===== config.mk =====
export PLATFORM = sky130hd
export DESIGN_NAME = cpu_packet_feeder
export DESIGN_NICKNAME = d
export VERILOG_FILES = /design/src/rtl/io_pkg.sv /design/src/rtl/sync_fifo.sv /design/src/rtl/cpu_packet_feeder.sv
export SDC_FILE = /design/constraint.sdc
export NUM_CORES = 1
export LEC_CHECK = 0
export ABC_AREA = 0
export BUFFER_PORTS_ARGS = -buffer_cell sky130_fd_sc_hd__buf_2
export CORE_MARGIN = 3
export CORE_UTILIZATION = 45
export DETAILED_ROUTE_END_ITERATION = 8
export PLACE_DENSITY_LB_ADDON = 0.08
export SKIP_LAST_GASP = 1
export SLEW_MARGIN = 20
export SYNTH_ARGS = -nofsm -noshare
export SYNTH_HDL_FRONTEND = slang
export SYNTH_SLANG_ARGS = --single-unit

===== constraint.sdc =====
create_clock -name CLK -period 5 [get_ports CLK]
set_clock_uncertainty 0.05 [all_clocks]
set_input_delay 1.25 -clock CLK [delete_from_list [all_inputs] [get_ports CLK]]
set_output_delay 1.25 -clock CLK [all_outputs]
set_load 0.01 [all_outputs]

===== src/rtl/io_pkg.sv =====
// Shared types and constants for the CPU-side packet feeder.
// The state list mirrors the decoder's header/payload loading sequence.
package io_pkg;

  localparam int HEADER_WORDS = 2;
  localparam int BUS_WIDTH    = 32;

  typedef enum logic [2:0] {
    IDLE,
    PRIME,
    LOAD,
    HDR0,
    HDR1,
    STREAM,
    DONE
  } state_t;

  function automatic logic is_loading(input state_t s);
    return (s == LOAD) || (s == HDR0) || (s == HDR1) || (s == STREAM);
  endfunction

endpackage


===== src/rtl/sync_fifo.sv =====
// Single-clock FIFO with head-of-queue read data and an occupancy count.
// Pushes while full and pops while empty are ignored.
module sync_fifo #(
  parameter int DEPTH = 16,
  parameter int WIDTH = 32
) (
  input  logic                     CLK,
  input  logic                     RST,
  input  logic                     i_push,
  input  logic                     i_pop,
  input  logic [WIDTH-1:0]         i_wdata,
  output logic [WIDTH-1:0]         o_rdata,
  output logic                     o_full,
  output logic                     o_empty,
  output logic [$clog2(DEPTH):0]   o_count
);

  localparam int AW = $clog2(DEPTH);

  logic [WIDTH-1:0] r_mem [DEPTH];
  logic [AW-1:0]    r_wr_ptr;
  logic [AW-1:0]    r_rd_ptr;
  logic [AW:0]      r_count;
  logic             w_do_push;
  logic             w_do_pop;

  assign w_do_push = i_push && !o_full;
  assign w_do_pop  = i_pop && !o_empty;

  // NOTE: storage has no reset; the pointers and count alone define validity.
  always_ff @(posedge CLK) begin
    if (w_do_push) r_mem[r_wr_ptr] <= i_wdata;
  end

  // NOTE: sequential state uses non-blocking assignments so every flop samples pre-edge values.
  always_ff @(posedge CLK) begin
    if (RST) begin
      r_wr_ptr <= '0;
      r_rd_ptr <= '0;
      r_count  <= '0;
    end else begin
      if (w_do_push) r_wr_ptr <= r_wr_ptr + AW'(1);
      if (w_do_pop)  r_rd_ptr <= r_rd_ptr + AW'(1);
      case ({w_do_push, w_do_pop})
        2'b10:   r_count <= r_count + (AW+1)'(1);
        2'b01:   r_count <= r_count - (AW+1)'(1);
        default: r_count <= r_count;
      endcase
    end
  end

  assign o_rdata = r_mem[r_rd_ptr];
  assign o_full  = (r_count == (AW+1)'(DEPTH));
  assign o_empty = (r_count == '0);
  assign o_count = r_count;

endmodule


===== src/rtl/cpu_packet_feeder.sv =====
// Buffers CPU words and replays them to the run-length decoder with its
// header timing, then one payload word per Done_Processing_Current_Packet.
module cpu_packet_feeder
  import io_pkg::*;
#(
  parameter int DEPTH     = 16,
  parameter int PTR_WIDTH = 4
) (
  input  logic                 CLK,
  input  logic                 RST,
  input  logic [BUS_WIDTH-1:0] In_Data,
  input  logic                 In_Valid,
  output logic                 In_Ready,
  input  logic                 Start,
  input  logic                 Done_Processing_Current_Packet,
  input  logic                 Done_Loading,
  output logic [BUS_WIDTH-1:0] CPU_Bus,
  output logic                 Loading_Enable,
  output logic                 Underrun,
  output logic                 Overrun,
  output logic                 Stream_Done,
  output logic [15:0]          Words_Sent
);

  state_t               r_state, w_next;
  logic [BUS_WIDTH-1:0] r_bus, w_head;
  logic [15:0]          r_words;
  logic                 r_pending, r_first, r_under, r_over;
  logic                 w_full, w_empty, w_push, w_pop;
  logic                 w_send, w_discard, w_hs;
  logic                 w_set_under, w_set_over, w_set_pend, w_clr_pend, w_clr_stats;
  logic [PTR_WIDTH:0]   w_count;

  assign w_push = In_Valid && !w_full;
  assign w_pop  = w_send || w_discard;

  sync_fifo #(.DEPTH(DEPTH), .WIDTH(BUS_WIDTH)) u_fifo (
    .CLK     (CLK),
    .RST     (RST),
    .i_push  (w_push),
    .i_pop   (w_pop),
    .i_wdata (In_Data),
    .o_rdata (w_head),
    .o_full  (w_full),
    .o_empty (w_empty),
    .o_count (w_count)
  );

  // NOTE: every always_comb output gets a default first so no path infers a latch.
  always_comb begin
    w_next      = r_state;
    w_send      = 1'b0;
    w_discard   = 1'b0;
    w_set_under = 1'b0;
    w_set_over  = 1'b0;
    w_set_pend  = 1'b0;
    w_clr_pend  = 1'b0;
    w_clr_stats = 1'b0;
    w_hs        = Done_Processing_Current_Packet && !r_first;
    case (r_state)
      IDLE:  if (Start) w_next = PRIME;
      PRIME: begin
        // Both header words plus the first payload word must be on hand.
        if (w_count >= (PTR_WIDTH+1)'(HEADER_WORDS + 1)) begin
          w_send = 1'b1;
          w_next = LOAD;
        end
      end
      LOAD:  w_next = HDR0;
      HDR0:  begin w_send = 1'b1; w_next = HDR1;   end
      HDR1:  begin w_send = 1'b1; w_next = STREAM; end
      STREAM: begin
        if (Done_Loading) begin
          w_clr_pend = 1'b1;
          w_next     = DONE;
        end else begin
          if (w_hs && r_pending) w_set_over = 1'b1;
          if ((w_hs || r_pending) && !w_empty) begin
            w_send     = 1'b1;
            w_clr_pend = 1'b1;
          end else if (w_hs && w_empty) begin
            w_set_under = 1'b1;
            w_set_pend  = 1'b1;
          end
        end
      end
      DONE: begin
        if (Start) begin
          w_clr_stats = 1'b1;
          w_next      = PRIME;
        end else if (!w_empty) begin
          w_discard = 1'b1;
        end
      end
      default: w_next = IDLE;
    endcase
  end

  always_ff @(posedge CLK) begin
    if (RST) begin
      r_state   <= IDLE;
      r_bus     <= '0;
      r_words   <= '0;
      r_pending <= 1'b0;
      r_first   <= 1'b0;
      r_under   <= 1'b0;
      r_over    <= 1'b0;
    end else begin
      r_state <= w_next;
      // The decoder's handshake resets high, so ignore it on the first STREAM cycle.
      r_first <= (r_state == HDR1);
      if (w_send) begin
        r_bus <= w_head;
        if (r_words != 16'hFFFF) r_words <= r_words + 16'd1;
      end else if (w_clr_stats) begin
        r_words <= '0;
      end
      if (w_clr_pend)      r_pending <= 1'b0;
      else if (w_set_pend) r_pending <= 1'b1;
      if (w_clr_stats)       r_under <= 1'b0;
      else if (w_set_under)  r_under <= 1'b1;
      if (w_clr_stats)       r_over <= 1'b0;
      else if (w_set_over)   r_over <= 1'b1;
    end
  end

  assign In_Ready       = !w_full;
  assign CPU_Bus        = r_bus;
  assign Loading_Enable = is_loading(r_state);
  assign Stream_Done    = (r_state == DONE);
  assign Underrun       = r_under;
  assign Overrun        = r_over;
  assign Words_Sent     = r_words;

endmodule


==> run metrics, run 1 <==
met1 Use GR=0.279; Post-Syn Instances=1193; final WL=51500 µm; setup TNS=0 ps; post-layout min period=3430 ps; detailed placement HPWL=30700 µm; clk buf depth=3; TritonCTS clock tree=built; DRT Pass-1 Iters=5; Yosys reg bits=between 500 and 600; layout cell share with drive strength beyond 1=0.282; crit path kind=primary input to flop; total number of vias=11387; Area contributors post-synth=edfxtp_1 (69%), mux4_2 (13%), dfxtp_1 (6.1%), a22oi_1 (2.2%), nand2_1 (2.0%); CP arrival=3900 ps; Tcrit/Tclk final=0.686; final hold slack=397 ps; Async S/R FF share, synth=0; Setup Fix Bufs, Post-CTS=0; largest net degree at the start of global routing=64; met3 usage=0.0328; GR peak layer=met2; CTS Buf Count=60; outcome=complete, no violations; ANT nets after route=0; Pwr Total=0.0102 W; Post-CTS Resized=0; Max-Cap Viols=0; main flop type after synthesis=edfxtp_1; most frequent cell after synthesis=edfxtp_1; Syn Nets=1242; area leader, netlist=edfxtp_1; antenna violations before repair=0; CTS clk-pin slew, worst paths=60 ps; peak supply drop=257 µV; clk_lat worst skew=600 ps; setup violators final=0; register area share after synthesis=0.749; gpl congestion=roughly 0.74; area of the core=between 0.04 and 0.05 mm²; Tightest Pin Transition=1010 ps; min-delay worst type=flop to flop; # placed instances=1922; mapped cell area=0.0223 mm²; RSZ-0062 raised after global routing=false; DRC Markers=0; Critical Path Source Type=primary input; top cells by count, synth=edfxtp_1 (512), mux4_2 (128), nand2_1 (118); CTS H-tree lvls=2; ANT cells=0; site row count=81; Boundary Pins=91; Root Driver=clkbuf_16; Layout Cells excl Fill=2034; Synthesis Warnings=0; DRT iter0 DRCs=822; Max Slew Vio Count=0; number of enable flip-flop cells after synthesis=512; Vias/cell=5.60; critical-path maximum fanout=9; Max Fclk=292 MHz; first-pass GRT wire length=77900 µm; Avg Synthesized Cell Area=18.7 µm²; hold buffer count at CTS=0; Area Growth Syn to Fin=15.6%; Starting Density=0.456; Synth cell types=58; area share of the largest cell type after synthesis=0.688; DR WL/cell=25.3 µm; number of buffers added on ports=90; Die H=229 µm; Worst setup EP type=flop; Power Dens Cells=395 mW/mm²; Final nets=1369; Final Hold Viols=0; Die Area=0.0524 mm²; CP required=5480 ps; M2 GR Usage=0.329; Max-Slew Margin vs Limit=0.323; vias in the first global route=11857; Leak Pwr=8.25 nW; Overflow after GRT=0; Die W=229 µm; CTS sink count=580; Global Route Usage Sum=0.199
==> through the flow <==
step	instance area (µm²)	worst slack (ps)	utilization
after CTS	25800	1620	0.527
final	25800	1570	0.527
after global routing	25800	1380	0.527
after global placement	23800	948	0.486
after detailed placement	23800	982	0.486
after floorplan	22300	355	-
==> cell usage in the layout, fill, tap and decap left out, types with 5 or more instances in the layout <==
cell       instances
a31oi_1            5
o21ai_0            5
nor2_1            23
a22oi_1           64
nor3_2             5
nand4_1            5
clkinv_2          11
mux4_2           128
ha_1              10
clkbuf_16         61
inv_1             21
edfxtp_1         512
clkbuf_1          14
clkbuf_8          17
nor2_4            13
nor3_1             6
buf_2             90
nand3_1           14
dfxtp_1           66
a21oi_1           49
buf_4             37
nand2b_1           5
nand2_1          118
==> cell type report <==
class,instances,area (µm²)
clock buffer,92,1810
clock inverter,20,203
fill,3959,23100
inverter,21,78.8
multi-input combinational,526,5340
sequential,580,16700
tap,664,831
timing repair buffer,131,808
==> path summary, 6_finish.rpt <==
path | start | slack, ps | depth (start not counted) | endpoint
setup / recovery | Done_Processing_Current_Packet | 1570 | 12 | u_fifo.o_count[4]
hold / removal | CPU_Bus[2] | 400 | 2 | CPU_Bus[2]
hold reg to reg | CPU_Bus[2] | 400 | 2 | CPU_Bus[2]
setup reg to reg | r_state[0] | 1690 | 11 | u_fifo.o_count[4]
==> registers in the layout (all words and copies together), names as in the netlist <==
name             cells
CPU_Bus             32
r_state              3
u_fifo.o_count       5
Words_Sent          16
u_fifo.r_mem       512
u_fifo.r_wr_ptr      4
u_fifo.r_rd_ptr      4
r_pending            1
Overrun              1
Underrun             1
r_first              1
==> critical path, stage by stage <==
cell       delay [ps]
buf_2             100
nor2b_1           140
o2111ai_1         370
o221a_2           350
nor2_1             60
ha_1              260
ha_1              310
nor2b_1           150
o21ai_0           190
a21oi_1           110
or4_1             470
a21oi_1           140
==> logic make-up after synthesis <==
| group | count (synthesis) | synth area share |
|---|---|---|
| buffers and inverters | 87 | 0.0184 |
| and+or+nand+nor | 218 | 0.0446 |
| DFF | 580 | 0.749 |
| muxes | 131 | 0.130 |
| adders and majority gates | 11 | 0.00650 |
| AOI/OAI and AO/OA | 159 | 0.0483 |
| xor gates and xnor gates | 7 | 0.00274 |
==> report_power, final <==
| part | internal (W) | switching, W |
|---|---|---|
| logic | 0.000121 | 0.000238 |
| registers | 0.00534 | 0.0000291 |
| clock network | 0.00269 | 0.00180 |
| total | 0.00815 | 0.00206 |
==> metal layers <==
metal / up-vias / share of wire
met5: - / 0
met4: 0 / 0.021
met3: 67 / 0.041
met2: 238 / 0.49
met1: 6017 / 0.45
li1: 5065 / -
Power figures use the tool's default switching activity.
==> run 2: changes to the inputs <==
clock period = 2.8 ns   (was 5 ns; I/O delays follow)
==> run metrics, run 2 (same netlist as run 1, synthesis figures left out) <==
outcome=complete, no violations (unchanged); post-layout min period=2700 ps; total number of vias=11697 (was 11387); Max Slew Vio Count=0 (unchanged); CTS clk-pin slew, worst paths=60 ps (about the same); Critical Path Source Type=flop (was primary input); critical-path maximum fanout=4 (was 9); site row count=81 (unchanged); CTS sink count=580 (unchanged); register-to-register setup slack=100 ps (was 1690 ps); # placed instances=1970 (was 1922); Layout Cells excl Fill=2087 (was 2034); Leak Pwr=8.51 nW (was 8.25 nW); Multi-input gate area=0.00546 mm² (was 0.00534 mm²); clk_lat worst skew=610 ps (was 600 ps); Tightest Pin Transition=847 ps (was 1010 ps); min-delay worst type=flop to flop (unchanged); Area Growth Syn to Fin=18.6% (was 15.6%); Global Route Usage Sum=0.202 (was 0.199); gpl congestion=0.767 (was 0.738); Max Fclk=371 MHz; detailed placement HPWL=30700 µm (about the same); Final nets=1422 (was 1369); final WL=52200 µm (was 51500 µm); HP Start=CPU_Bus[12] (was CPU_Bus[2]); commonest non-fill, non-tap cells in the layout=edfxtp_1 (512), mux4_2 (128), nand2_1 (118) (unchanged); Overflow after GRT=0 (unchanged); area of the core=0.0490 mm² (unchanged); Biggest register=u_fifo.r_mem (unchanged); Max-Cap Viols=0 (unchanged); setup violators final=0 (unchanged); Worst setup EP type=flop (unchanged); Register Area=0.0167 mm² (about the same); Tcrit/Tclk final=0.964; most common cell after layout, fill and taps aside=edfxtp_1 (unchanged); setup TNS=0 ps (unchanged); TritonCTS clock tree=built (unchanged); clk buf depth=3 (unchanged); fillers=3930 (was 3959); crit path kind=flop to flop (was primary input to flop); vias in the first global route=12139 (was 11857); CP required=3290 ps (was 5480 ps); Critical Path Start=u_fifo.o_count[1] (was Done_Processing_Current_Packet); Die Area=0.0524 mm² (unchanged); max FFs per register=512 (unchanged); CTS Buf Count=59 (was 60); number of buffers added on ports=90 (unchanged); DRT iter0 DRCs=874 (was 822); CP arrival=3180 ps (was 3900 ps); DRC Markers=0 (unchanged); Boundary Pins=91 (unchanged); Starting Density=0.456 (unchanged); first-pass GRT wire length=78900 µm (was 77900 µm); Die H=229 µm (unchanged); CTS H-tree lvls=2 (unchanged); Root Driver=clkbuf_16 (unchanged); Final Hold Viols=0 (unchanged); Power Dens Cells=683 mW/mm² (was 395 mW/mm²); ANT nets after route=0 (unchanged); Max-Slew Margin vs Limit=0.435 (was 0.323); peak supply drop=473 µV (was 257 µV); layout cell share with drive strength beyond 1=0.317 (was 0.282); antenna violations before repair=2 (was 0); Vias/cell=5.60 (about the same); DR WL/cell=25.0 µm (was 25.3 µm); Die W=229 µm (unchanged); DRT Pass-1 Iters=7 (was 5); largest net degree at the start of global routing=57 (was 64); hold buffer count at CTS=0 (unchanged); worst r2r src=u_fifo.o_count[1] (was r_state[0])
run 2: layer usage:
metal | up-vias | share of wire | GRT usage
met3 | 68 | 0.049 | 0.0379
met5 | - | 0.00013 | 0
li1 | 5182 | - | -
met2 | 268 | 0.49 | 0.329
met1 | 6177 | 0.45 | 0.287
met4 | 2 | 0.018 | 0.0455
run 2: repair_timing:
item	in CTS	in global routing
endpoints found under the setup margin	1	2
pin swaps	5	4
resized for setup	2	10
setup buffers	3	3
gates cloned	0	0
run 2: worst max-delay path: stages, from the launching register on:
cell      delay, ps
dfxtp_2         330
a2111o_1        450
nor3_2          170
o221a_4         220
nor2_2           50
ha_4            180
ha_4            210
nor2b_4         120
o21ai_2         130
a21oi_1         100
or4_1           490
a21oi_2         130
run 2: power breakdown:
part / total, W / internal [W] / switching (W)
clock network: 0.00784 / 0.00460 / 0.00323
registers: 0.00958 / 0.00953 / 0.0000468
logic: 0.000690 / 0.000263 / 0.000427
total: 0.0181 / 0.0144 / 0.00371
run 2: cell type report:
class / count / share of cell area
repair buffers: 185 / 0.0538
multi-input cells: 526 / 0.206
inverters: 21 / 0.00298
clock inverters: 30 / 0.0125
diodes: 1 / 0.0000945
well taps: 664 / 0.0314
clock buffers: 80 / 0.0610
flip-flops and latches: 580 / 0.632
run 2: path summary, 6_finish.rpt:
kind,to,cells after the start
worst max-delay path,u_fifo.o_count[4],11
worst min register to register,CPU_Bus[12],2
worst max register to register,u_fifo.o_count[4],11
worst min-delay path,CPU_Bus[12],2
run 2: metrics by stage:
step                total power, W  hold slack (ps)   util  area (µm²)  worst slack [ps]
global placement            0.0104              388  0.499       24400              -250
CTS                         0.0183              362  0.540       26400             -8.40
global route                0.0187              386  0.541       26500             -26.0
floorplan                   0.0101              426      -       22400              -442
detailed placement          0.0105              395  0.499       24400              -291
finish                      0.0181              397  0.541       26500               102
==> run 3: changes to the inputs <==
CORE_MARGIN = 1   (was 3)
==> run metrics, run 3 (same netlist as run 1, synthesis figures left out) <==
Max Fclk=363 MHz (was 371 MHz); Pwr Total=0.0181 W (about the same); Global Route Usage Sum=0.209 (was 0.202); Max Slew Vio Count=0 (unchanged); crit-path cells=a2111o_1 > nor3_2 > o221a_4 > nor2_4 > ha_4 > ha_4 > nor2b_4 > o21ai_2 > and3_1 > or4_4 > a21oi_2 (was a2111o_1 > nor3_2 > o221a_4 > nor2_2 > ha_4 > ha_4 > nor2b_4 > o21ai_2 > a21oi_1 > or4_1 > a21oi_2); Final nets=1412 (was 1422); antenna violations before repair=1 (was 2); largest net degree at the start of global routing=57 (unchanged); TritonCTS clock tree=built (unchanged); DRT Pass-1 Iters=5 (was 7); Max-Cap Viols=0 (unchanged); vias in the first global route=12038 (was 12139); ANT nets after route=0 (unchanged); Worst Hold End=CPU_Bus[2] (was CPU_Bus[12]); detailed placement HPWL=29300 µm (was 30700 µm); site row count=81 (unchanged); CTS Buf Count=58 (was 59); setup violators final=0 (unchanged); final hold slack=396 ps (was 397 ps); Biggest register=u_fifo.r_mem (unchanged); Die H=225 µm (was 229 µm); register-to-register setup slack=40 ps (was 100 ps); ANT cells=0 (was 1); Leak Pwr=8.48 nW (was 8.51 nW); peak supply drop=433 µV (was 473 µV); Tcrit/Tclk final=0.984 (was 0.964); most common cell after layout, fill and taps aside=edfxtp_1 (unchanged); Tightest Pin Transition=827 ps (was 847 ps); Max-Slew Margin vs Limit=0.448 (was 0.435); FF-to-FF End=u_fifo.o_count[4] (unchanged); Worst setup EP type=flop (unchanged); RSZ-0062 raised after global routing=true; Final Hold Viols=0 (unchanged); Area Growth Syn to Fin=18.4% (was 18.6%); gpl congestion=0.759 (was 0.767); DR WL/cell=24.5 µm (was 25.0 µm); CP arrival=3230 ps (was 3180 ps); Root Driver=clkbuf_16 (unchanged); area of the core=0.0490 mm² (unchanged); CP required=3280 ps (was 3290 ps); crit path kind=flop to flop (unchanged); critical path's slowest cell=or4_4 (was or4_1); first-pass GRT wire length=77000 µm (was 78900 µm); Critical Path Source Type=flop (unchanged); slowest stage delay, CP=480 ps (was 490 ps); worst r2r src=u_fifo.o_count[1] (unchanged); DRT iter0 DRCs=888 (was 874); fillers=3925 (was 3930); min-delay worst type=flop to flop (unchanged); commonest non-fill, non-tap cells in the layout=edfxtp_1 (512), mux4_2 (128), nand2_1 (118) (unchanged); cell depth of the worst flop-to-flop path=11 (unchanged); number of buffers added on ports=90 (unchanged); CTS clk-pin slew, worst paths=70 ps (was 60 ps); CP dominant cell by count=ha_4 (unchanged); DRC Markers=0 (unchanged); Die Area=0.0505 mm² (was 0.0524 mm²); outcome=complete, no violations (unchanged); CTS H-tree lvls=2 (unchanged); Power Dens Cells=683 mW/mm² (about the same); max FFs per register=512 (unchanged); setup TNS=0 ps (unchanged); total number of vias=11624 (was 11697); HP Start=CPU_Bus[2] (was CPU_Bus[12]); Overflow after GRT=0 (unchanged); Die W=225 µm (was 229 µm); clk_lat worst skew=600 ps (was 610 ps); final WL=50900 µm (was 52200 µm); layout cell share with drive strength beyond 1=0.314 (was 0.317); Starting Density=0.456 (unchanged); hold path cells=2 (unchanged); critical-path maximum fanout=4 (unchanged); CTS sink count=580 (unchanged); hold buffer count at CTS=0 (unchanged); clk buf depth=3 (unchanged); Crit path max-delay family=simple AND/OR/NAND/NOR gates (was compound AO/OA/AOI/OAI gates); Boundary Pins=91 (unchanged); Vias/cell=5.60 (about the same); Buf/Inv on CP=0 (unchanged); post-layout min period=2760 ps (was 2700 ps)
[run 3: cell types whose count changed in the layout (fill, tap and decap cells not counted), sizes merged]
cell	previous run	this run
buf	185	176
clkbuf	80	89
clkinv	18	11
bufinv	6	4
clkinvlp	3	2
diode	1	0
[run 3: per-stage QoR]
step	util	setup slack (ps)	area (µm²)	instances
2_1_floorplan	-	-442	22400	1193
3_3_place_gp	0.499	-260	24400	1960
3_5_place_dp	0.499	-267	24400	1960
4_1_cts	0.540	-32.0	26400	2076
5_1_grt	0.540	-105	26400	2076
6_report	0.540	43.7	26400	2076
[run 3: worst reg2reg max path: stages, from the launching register on]
cell	delay [ps]
dfxtp_2	320
a2111o_1	440
nor3_2	190
o221a_4	250
nor2_4	50
ha_4	170
ha_4	260
nor2b_4	150
o21ai_2	60
and3_1	150
or4_4	480
a21oi_2	120
[run 3: how the worst max path moves through the flow]
stage	from	endpoint	depth (start not counted)
after floorplan	In_Valid	u_fifo.r_mem[7][0]	3
after global placement	Done_Loading	u_fifo.o_count[4]	13
after detailed placement	Done_Loading	u_fifo.o_count[4]	13
after CTS	u_fifo.o_count[0]	u_fifo.o_count[4]	11
after global routing	u_fifo.o_count[1]	u_fifo.o_count[4]	11
final	u_fifo.o_count[1]	u_fifo.o_count[4]	11
[run 3: repair_timing]
action,CTS,global route
buffers inserted,7,0
pin swaps,10,6
setup endpoints to repair,1,2
gates cloned,0,0
gates resized for setup,8,8
[run 3: power by group]
part	internal [W]	leakage, nW	switching (W)
clock	0.00459	0.949	0.00319
sequential	0.00953	5.18	0.0000420
combinational	0.000268	2.35	0.000433
[run 3: final cells by class]
type	count	area [µm²]	area share
Sequential cell	580	16800	0.633
Multi-Input combinational cell	526	5450	0.206
Clock buffer	89	1720	0.0650
Timing Repair Buffer	176	1400	0.0529
Tap cell	664	831	0.0314
Clock inverter	20	214	0.00809
Inverter	21	78.8	0.00298
[run 3: metal layers]
layer / part of all wire / vias to the layer above / global-route usage
li1: - / 5170 / -
met5: 0 / - / 0
met4: 0.016 / 0 / 0.0511
met2: 0.50 / 262 / 0.349
met1: 0.44 / 6137 / 0.292
met3: 0.045 / 55 / 0.0290
